### src/rtl/dcp_tx_pkg.sv
// Purpose: shared definitions for the debug-command transmit formatter:
//          request type codes, ASCII constants and the formatter FSM states.
package dcp_tx_pkg;

    // Request type carried on type_tx
    typedef enum logic [1:0] {
        TX_WORD_SP = 2'b00,   // hex word followed by a space
        TX_WORD_NL = 2'b01,   // hex word followed by CR LF
        TX_CHAR    = 2'b10,   // raw character from dout[7:0]
        TX_NL      = 2'b11    // CR LF only
    } tx_type_e;

    // Formatter FSM states
    typedef enum logic [1:0] {
        ST_IDLE     = 2'b00,
        ST_SEND     = 2'b01,
        ST_DONE     = 2'b10,
        ST_WAIT_LOW = 2'b11
    } state_e;

    localparam logic [7:0] ASC_0  = 8'h30;
    localparam logic [7:0] ASC_A  = 8'h41;
    localparam logic [7:0] ASC_a  = 8'h61;
    localparam logic [7:0] ASC_SP = 8'h20;
    localparam logic [7:0] ASC_CR = 8'h0D;
    localparam logic [7:0] ASC_LF = 8'h0A;

endpackage

### src/rtl/hex_to_ascii.sv
// Purpose: combinational conversion of one 4-bit nibble to its ASCII hex digit.
// Ports:
//   nib_i    in   4   nibble value 0..15
//   ascii_c  out  8   ASCII '0'..'9' / 'A'..'F' (or 'a'..'f' when UPPERCASE=0)
module hex_to_ascii
    import dcp_tx_pkg::*;
#(
    parameter bit UPPERCASE = 1'b1
) (
    input  logic [3:0] nib_i,
    output logic [7:0] ascii_c
);

    localparam logic [7:0] LETTER_BASE = UPPERCASE ? ASC_A : ASC_a;

    always_comb begin
        if (nib_i < 4'd10) begin
            ascii_c = ASC_0 + 8'(nib_i);
        end else begin
            ascii_c = LETTER_BASE + 8'(4'(nib_i - 4'd10));
        end
    end

endmodule

### src/rtl/dcp_tx_formatter.sv
// Purpose: serialises one transmit request from a command handler into ASCII
//          bytes for the UART transmitter (hex word + separator, raw char, or CR LF).
// Ports:
//   clk       in   1       system clock
//   rstn      in   1       asynchronous active-low reset
//   req_tx    in   1       request level, held until ack_tx
//   type_tx   in   2       request type (see tx_type_e)
//   dout      in   DATA_W  word/char to send, sampled on acceptance
//   ack_tx    out  1       one-cycle pulse after the final byte handshake
//   byte_out  out  8       ASCII byte to the UART
//   byte_vld  out  1       byte_out valid, held until byte_rdy
//   byte_rdy  in   1       UART accepts byte_out this cycle
//   busy      out  1       request in flight (acceptance through ack_tx)
module dcp_tx_formatter
    import dcp_tx_pkg::*;
#(
    parameter int unsigned DATA_W    = 32,
    parameter bit          UPPERCASE = 1'b1
) (
    input  logic              clk,
    input  logic              rstn,
    input  logic              req_tx,
    input  logic [1:0]        type_tx,
    input  logic [DATA_W-1:0] dout,
    output logic              ack_tx,
    output logic [7:0]        byte_out,
    output logic              byte_vld,
    input  logic              byte_rdy,
    output logic              busy
);

    localparam int unsigned NIB   = DATA_W / 4;
    localparam int unsigned CNT_W = $clog2(NIB + 3);

    state_e              state_q, state_d;
    tx_type_e            type_q, type_d;
    logic [DATA_W-1:0]   shift_q, shift_d;
    logic [CNT_W-1:0]    cnt_q, cnt_d;
    logic [7:0]          byte_q, byte_d;
    logic                vld_q, vld_d;
    logic                ack_q, ack_d;
    logic                busy_q, busy_d;

    // Source of the byte being loaded: fresh request in IDLE, in-flight state otherwise
    tx_type_e            ld_type_c;
    logic [DATA_W-1:0]   ld_word_c;
    logic [CNT_W-1:0]    ld_cnt_c;
    logic [7:0]          ld_byte_c;
    logic                ld_hex_c;
    logic [7:0]          hex_c;

    // ld_cnt_c is the number of bytes still to go, including the one being loaded
    always_comb begin
        if (state_q == ST_IDLE) begin
            ld_type_c = tx_type_e'(type_tx);
            ld_word_c = dout;
            case (tx_type_e'(type_tx))
                TX_WORD_SP: ld_cnt_c = CNT_W'(NIB + 1);
                TX_WORD_NL: ld_cnt_c = CNT_W'(NIB + 2);
                TX_CHAR:    ld_cnt_c = CNT_W'(1);
                default:    ld_cnt_c = CNT_W'(2);
            endcase
        end else begin
            ld_type_c = type_q;
            ld_word_c = shift_q;
            ld_cnt_c  = cnt_q - CNT_W'(1);
        end
    end

    hex_to_ascii #(
        .UPPERCASE (UPPERCASE)
    ) u_hex (
        .nib_i   (ld_word_c[DATA_W-1 -: 4]),
        .ascii_c (hex_c)
    );

    // Byte selection from position in the message: digits first, separator last
    always_comb begin
        ld_hex_c  = 1'b0;
        ld_byte_c = ld_word_c[7:0];
        case (ld_type_c)
            TX_WORD_SP: begin
                ld_hex_c  = (ld_cnt_c > CNT_W'(1));
                ld_byte_c = ld_hex_c ? hex_c : ASC_SP;
            end
            TX_WORD_NL: begin
                ld_hex_c  = (ld_cnt_c > CNT_W'(2));
                ld_byte_c = ld_hex_c ? hex_c :
                            (ld_cnt_c == CNT_W'(2)) ? ASC_CR : ASC_LF;
            end
            TX_CHAR: begin
                ld_byte_c = ld_word_c[7:0];
            end
            default: begin
                ld_byte_c = (ld_cnt_c == CNT_W'(2)) ? ASC_CR : ASC_LF;
            end
        endcase
    end

    // Next-state and output logic
    always_comb begin
        state_d = state_q;
        type_d  = type_q;
        shift_d = shift_q;
        cnt_d   = cnt_q;
        byte_d  = byte_q;
        vld_d   = vld_q;
        ack_d   = 1'b0;
        busy_d  = busy_q;
        case (state_q)
            ST_IDLE: begin
                if (req_tx) begin
                    state_d = ST_SEND;
                    type_d  = ld_type_c;
                    cnt_d   = ld_cnt_c;
                    byte_d  = ld_byte_c;
                    shift_d = ld_hex_c ? {ld_word_c[DATA_W-5:0], 4'h0} : ld_word_c;
                    vld_d   = 1'b1;
                    busy_d  = 1'b1;
                end
            end
            ST_SEND: begin
                if (vld_q && byte_rdy) begin
                    cnt_d = ld_cnt_c;
                    if (cnt_q == CNT_W'(1)) begin
                        state_d = ST_DONE;
                        vld_d   = 1'b0;
                        ack_d   = 1'b1;
                    end else begin
                        byte_d  = ld_byte_c;
                        shift_d = ld_hex_c ? {ld_word_c[DATA_W-5:0], 4'h0} : ld_word_c;
                    end
                end
            end
            ST_DONE: begin
                state_d = ST_WAIT_LOW;
                busy_d  = 1'b0;
            end
            default: begin
                // A request held high after ack must drop before it can retrigger
                if (!req_tx) begin
                    state_d = ST_IDLE;
                end
            end
        endcase
    end

    // State registers
    always_ff @(posedge clk or negedge rstn) begin
        if (!rstn) begin
            state_q <= ST_IDLE;
            type_q  <= TX_WORD_SP;
            shift_q <= '0;
            cnt_q   <= '0;
            byte_q  <= 8'h00;
            vld_q   <= 1'b0;
            ack_q   <= 1'b0;
            busy_q  <= 1'b0;
        end else begin
            state_q <= state_d;
            type_q  <= type_d;
            shift_q <= shift_d;
            cnt_q   <= cnt_d;
            byte_q  <= byte_d;
            vld_q   <= vld_d;
            ack_q   <= ack_d;
            busy_q  <= busy_d;
        end
    end

    assign ack_tx   = ack_q;
    assign byte_out = byte_q;
    assign byte_vld = vld_q;
    assign busy     = busy_q;

endmodule
### config.mk
export PLATFORM = sky130hd
export DESIGN_NAME = dcp_tx_formatter
export DESIGN_NICKNAME = d
export VERILOG_FILES = /design/src/rtl/dcp_tx_pkg.sv /design/src/rtl/hex_to_ascii.sv /design/src/rtl/dcp_tx_formatter.sv
export SDC_FILE = /design/constraint.sdc
export NUM_CORES = 1
export LEC_CHECK = 0
export ABC_CLOCK_PERIOD_IN_PS = 3200
export BUFFER_PORTS_ARGS = -buffer_cell sky130_fd_sc_hd__buf_2
export CAP_MARGIN = 20
export CORE_UTILIZATION = 31
export CTS_CLUSTER_SIZE = 16
export DETAILED_ROUTE_END_ITERATION = 10
export GPL_TIMING_DRIVEN = 0
export PLACE_DENSITY = 0.45
export SETUP_SLACK_MARGIN = 0.05
export SYNTH_ARGS = -nofsm -noshare
export SYNTH_HDL_FRONTEND = slang
export SYNTH_SLANG_ARGS = --single-unit
### constraint.sdc
create_clock -name clk -period 3.2 [get_ports clk]
set_input_delay 0.64 -clock clk [delete_from_list [all_inputs] [get_ports clk]]
set_output_delay 0.64 -clock clk [all_outputs]
set_load 0.02 [all_outputs]
Word level (Yosys, flattened, before mapping):

Index checks and enable logic that the tools add are counted.

* reduce and logical (&&, ||, !) cells: 12
* mux-type cells: 35
* add/sub/neg operators: 4
* equal/unequal tests: 13
* $lt $le $gt $ge: 3

Operators with widths (number)
* 32-bit 2-to-1 mux: 5
* 32-bit one-hot mux with 2 select lines: 1
* 8-bit 2-to-1 mux: 6
* 8-bit one-hot mux with 3 select lines: 1
* 8-bit one-hot mux with 2 select lines: 1
* 4-bit 2-to-1 mux: 3
* 4-bit one-hot mux with 3 select lines: 1
* 4-bit AND reduction: 3
* 2-bit 2-to-1 mux: 5
* 7-bit by 4-bit adder with 8-bit output (first input constant): 1
* 2-bit != test (second input constant): 4
* 4-bit one-hot mux with 2 select lines: 1
* 6-bit by 4-bit adder with 7-bit output (first input constant): 1
* 2-bit by 1-bit equality test with 1-bit output (second input constant): 3
* 2-bit equality test (second input constant): 3
* 2-bit zero test: 3
* 1-bit 2-to-1 mux: 6
* 1-bit one-hot mux with 2 select lines: 3
* 2-bit one-hot mux with 3 select lines: 1
* 4-bit by 1-bit equality test with 1-bit output (second input constant): 1
* 4-bit by 2-bit equality test with 1-bit output (second input constant): 1
* 4-bit by 1-bit greater-than comparator with 1-bit output (second input constant): 1
* 4-bit by 2-bit greater-than comparator with 1-bit output (second input constant): 1
* 4-bit < comparator (second input constant): 1
* other kinds (8): 10

* word-level logic and storage cells: 75
* input port bits: 38
* output and inout port bits: 11
* flip-flop bits (word level): 51

Depth between registers and ports, before layout:

* depth in word-level cells: 10
* depth in mapped cells: 13
* depth with buffers taken out: 10

Cells and area by module:

Synthesis repeated with hierarchy kept, for this count alone.

* cells, all modules: 379
* area total of the unflattened synthesis: 3524.6 um2

Modules (own cells, without submodules)
* dcp_tx_formatter: seq. area each 1276.2 um2, times used 1, area each 3389.5 um2, cells each 359
* hex_to_ascii: seq. area each 0.0 um2, times used 1, area each 135.1 um2, cells each 20

Least setup slack after synthesis:

Ideal clock, no wire load.

* path type: register -> register
* from: register state_q[0]
* to: register byte_q[2], in the netlist byte_out[2]
* arrival time: 2.772 ns
* data required time: 3.074 ns
* buffers on the path: 4
* setup time: 0.126 ns
* path slack: 0.302 ns
* cell stages (with the launch flop): 14
* clock period less this slack: 2.898 ns
* cells stage by stage: dfrtp_1 inv_1 ha_1 buf_4 buf_2 buf_2 clkbuf_1 mux2i_1 ha_1 xor2_1 nor2_1 a21oi_1 a221oi_1 a221o_1

* cells in the longest elaborated chain, start to end: 10
* elaborated cells between the ends (all ways): 29
* those cells by class: 3 x add/sub; 3 x order compare; 7 x eq/ne; 12 x mux; 4 x reduce/logical

Ends and longest elaborated chain
* start, declared: RTL line dcp_tx_formatter.sv:35 `state_e state_q, state_d;`
* start signal, assigned: RTL line dcp_tx_formatter.sv:160 `state_q <= state_d;`
* 2-bit zero test: RTL line dcp_tx_formatter.sv:54, dcp_tx_formatter.sv:110
* 32-bit 2-to-1 mux: RTL line dcp_tx_formatter.sv:54 `if (state_q == ST_IDLE) begin`
* 4-bit subtractor: RTL line hex_to_ascii.sv:20 `ascii_c = LETTER_BASE + 8'(4'(nib_i - 4'd10));`
* 7-bit by 4-bit adder with 8-bit output: RTL line hex_to_ascii.sv:20
* 8-bit 2-to-1 mux: RTL line hex_to_ascii.sv:17 `if (nib_i < 4'd10) begin`
* 8-bit 2-to-1 mux (on tied branches): RTL line dcp_tx_formatter.sv:88, dcp_tx_formatter.sv:84
* 8-bit one-hot mux with 3 select lines: RTL line dcp_tx_formatter.sv:81 `case (ld_type_c)`
* 8-bit 2-to-1 mux: RTL line dcp_tx_formatter.sv:125 `if (cnt_q == CNT_W'(1)) begin`
* 8-bit 2-to-1 mux: RTL line dcp_tx_formatter.sv:123 `if (vld_q && byte_rdy) begin`
* 8-bit one-hot mux with 2 select lines: RTL line dcp_tx_formatter.sv:110 `case (state_q)`
* end signal, assigned: RTL line dcp_tx_formatter.sv:164 `byte_q <= byte_d;`
* end, declared: RTL line dcp_tx_formatter.sv:39 `logic [7:0] byte_q, byte_d;`

Several ways; a longest one is shown, not always the timed one. The select of a mux whose other input is x is not followed.
A chain may end at the register's enable or synchronous reset.

Final worst setup path:

Same ends and word-level chain as after synthesis.

==> flow_summary.ini <==
[critical_path]
startpoint = state_q[0]$_DFFE_PN0P_
path_delay_family = buffers and inverters
r2r-start = state_q[0]$_DFFE_PN0P_
critPathArrivalTime_ns = 3.15
cpMostUsedCell = ha_1
reg2reg_to = byte_out[2]$_DFFE_PN0P_
cp-end-kind = flip-flop
cp-start-kind = flip-flop
crit_type = reg -> reg
cp_max_fo = 19
crit_buf_inv = 4
cp.required_ns = 3.40
worstPathCellList = inv_1, ha_1, buf_4, buf_2, buf_6, mux2i_1, ha_1, xor2_1, nor2_1, a21oi_1, a221oi_1, a221o_1
crit_slowest_cell = dfrtp_1
reg2reg_depth = 12
path_depth = 12
crit_path_end = byte_out[2]$_DFFE_PN0P_
critPathMaxStageDelay_ns = 0.43
regToRegSetupSlack_ns = 0.25

[grt]
overflow = 0
grt_antenna_before_repair = 0
grtUsageTotal_pct = 17.7
grt_max_degree = 28
grt_pass1_wl_mm = 14.2
grt_pass1_vias = 2619

[timing]
rsz0062_at_grt = no
timing.final.max_slew_violations = 0
final.min_clock_period_ns = 2.95
fin_hold_ws_ns = 0.331
timing.fmax_mhz = 339
worst_slew_pin_slew_ns = 0.673
finalClockSkew_ns = 0.00763
setup_viol = 0
period_share_pct = 92.1
final_hold_viol_count = 0
layout_setup_ws_ns = 0.253
setup_tns_ns = 0
max_slew_margin_pct = 55.1

[routing]
routed_wirelength_mm = 8.70
drtIter0Drc = 182
ant_nets = 0
viasPerCell = 5.29
via_count = 2651
wl_per_cell_um = 17.4
drcViolationCount = 0
dr.pass1.iters = 4

[cts]
cts-root-buf = clkbuf_8
numCtsBuffers = 5
htree_levels = 2
cts.clk_slew.worst_paths_ns = 0.10
cts_setup_buffers = 0
cts_buffer_depth = 2
worstSkewPairLatency_ns = 0.31
cts_tree = built
postCtsHoldBufs = 0
cts_num_sinks = 51

[yosys]
synth_ff_type = dfrtp_1
synth_area_mm2 = 0.00313
synth_cell_types = 53
synth_edf_count = 0
postSynth.asyncResetShare_pct = 100
synth_fp_nets = 360
yosys_register_bits = 51
synthCells = 314
yosysSeqAreaShare_pct = 40.8
avgSynthCellArea_um2 = 9.97
yosys_warnings = 0

[cells_and_area]
post-route-util_pct = 37.2
drive_above_1_share_pct = 21.2
num-fill-cells = 1013
fin_area_mm2 = 0.00364
fin_cells = 501
layout_common_cells = buf_2 (57), dfrtp_1 (51), nand2_1 (44)
layout_commonest_cell = buf_2
syn2layout_area_growth_pct = 16.2
antenna_cells = 0
nNetsFinal = 414

[place]
placed_cells = 495
place_area_mm2 = 0.00355
routabilityCongestion = 0.821
place_ws_ns = -0.367
portBuffers = 47
hpwl_mm = 6.61

[power_and_ir_drop]
powerDensity_mw_per_mm2 = 1140
p_total_mw = 4.15
p_leak_nw = 1.52
vdd_ir_drop_max_uv = 425

[hold_path]
hold_path_class = in -> async

[die]
start_util_pct = 32.0
core-area_mm2 = 0.00977
die_h_um = 102
ios = 49
die_x_um = 102
dieArea_mm2 = 0.0105
row_count = 36

[outcome]
status = completed

[job]
drv_cap = 0
==> state kept, by name, indices dropped and copies added (netlist names) <==
signal and cells:
cnt_q 4, ack_tx 1, byte_out 8, state_q 2, byte_vld 1, busy 1
shift_q 32, type_q 2
==> logic make-up after synthesis <==
logic type / Yosys count / synth area share [%]
buffers and inverters: 35 / 4.76
adders and majority gates: 8 / 3.20
DFF: 51 / 40.8
and+or+nand+nor: 94 / 13.7
AOI/OAI and AO/OA: 86 / 24.7
muxes: 38 / 12.3
xor gates and xnor gates: 2 / 0.560
==> repair_timing <==
action                     in CTS  in global routing
resized for setup               1                  1
pin swaps                       0                  0
setup endpoints to repair       4                  3
==> worst min-delay path by stage <==
stage	endpoint	slack, ns
finish	cnt_q[2]$_DFFE_PN0P_	0.33
global route	byte_out[4]$_DFFE_PN0P_	0.38
CTS	shift_q[20]$_DFFE_PN0P_	0.36
detailed placement	byte_out[7]$_DFFE_PN0P_	0.47
global placement	shift_q[28]$_DFFE_PN0P_	0.47
floorplan	ack_tx$_DFF_PN0_	0.34
==> area by class of cell <==
cell class	count	area (um^2)	area share, %
flip-flops and latches	51	1280	35.1
clock buffers	5	68.8	1.89
inverters	12	45.0	1.24
multi-input cells	228	1700	46.9
clock inverters	2	13.8	0.379
well taps	133	166	4.58
plain buffers	22	106	2.92
repair buffers	48	255	7.02
==> routing by layer <==
metal | wire (um) | global-route usage (%)
met5 | 0 | 0
met4 | 71 | 3.63
met3 | 229 | 2.87
met2 | 3740 | 25.4
met1 | 4650 | 27.6
==> Yosys cell counts, types with 2 or more instances <==
cell / number / share of area, %
dfrtp_1: 51 / 41
nand2_1: 44 / 5.3
mux2i_1: 34 / 11
nor2_1: 21 / 2.5
o221a_1: 20 / 7.2
inv_1: 12 / 1.4
buf_2: 11 / 1.8
clkbuf_1: 10 / 1.2
a21oi_1: 9 / 1.4
nor3_1: 9 / 1.4
ha_1: 8 / 3.2
a221o_1: 6 / 1.9
o21ai_0: 6 / 0.96
a32o_1: 5 / 1.6
nand2b_1: 5 / 1.0
mux2_2: 4 / 1.4
and2_1: 3 / 0.60
nand3b_1: 3 / 0.72
nor2b_1: 3 / 0.60
o2111ai_1: 3 / 0.84
o31ai_1: 3 / 0.72
a211o_1: 2 / 0.56
a211oi_1: 2 / 0.48
a211oi_2: 2 / 0.80
a221oi_1: 2 / 0.56
a311oi_1: 2 / 0.56
o211ai_1: 2 / 0.48
o221a_2: 2 / 0.72
o22a_1: 2 / 0.56
o22ai_1: 2 / 0.40
o311ai_1: 2 / 0.56
o32a_1: 2 / 0.64
o32ai_1: 2 / 0.56
==> report_power, final <==
group	leakage, nW	total (mW)	switching, mW	internal [mW]
Combinational	0.879	2.62	1.53	1.09
Clock	0.0440	0.381	0.231	0.151
Sequential	0.601	1.15	0.194	0.951
Total	1.52	4.15	1.96	2.19
Power figures use the tool's default switching activity.
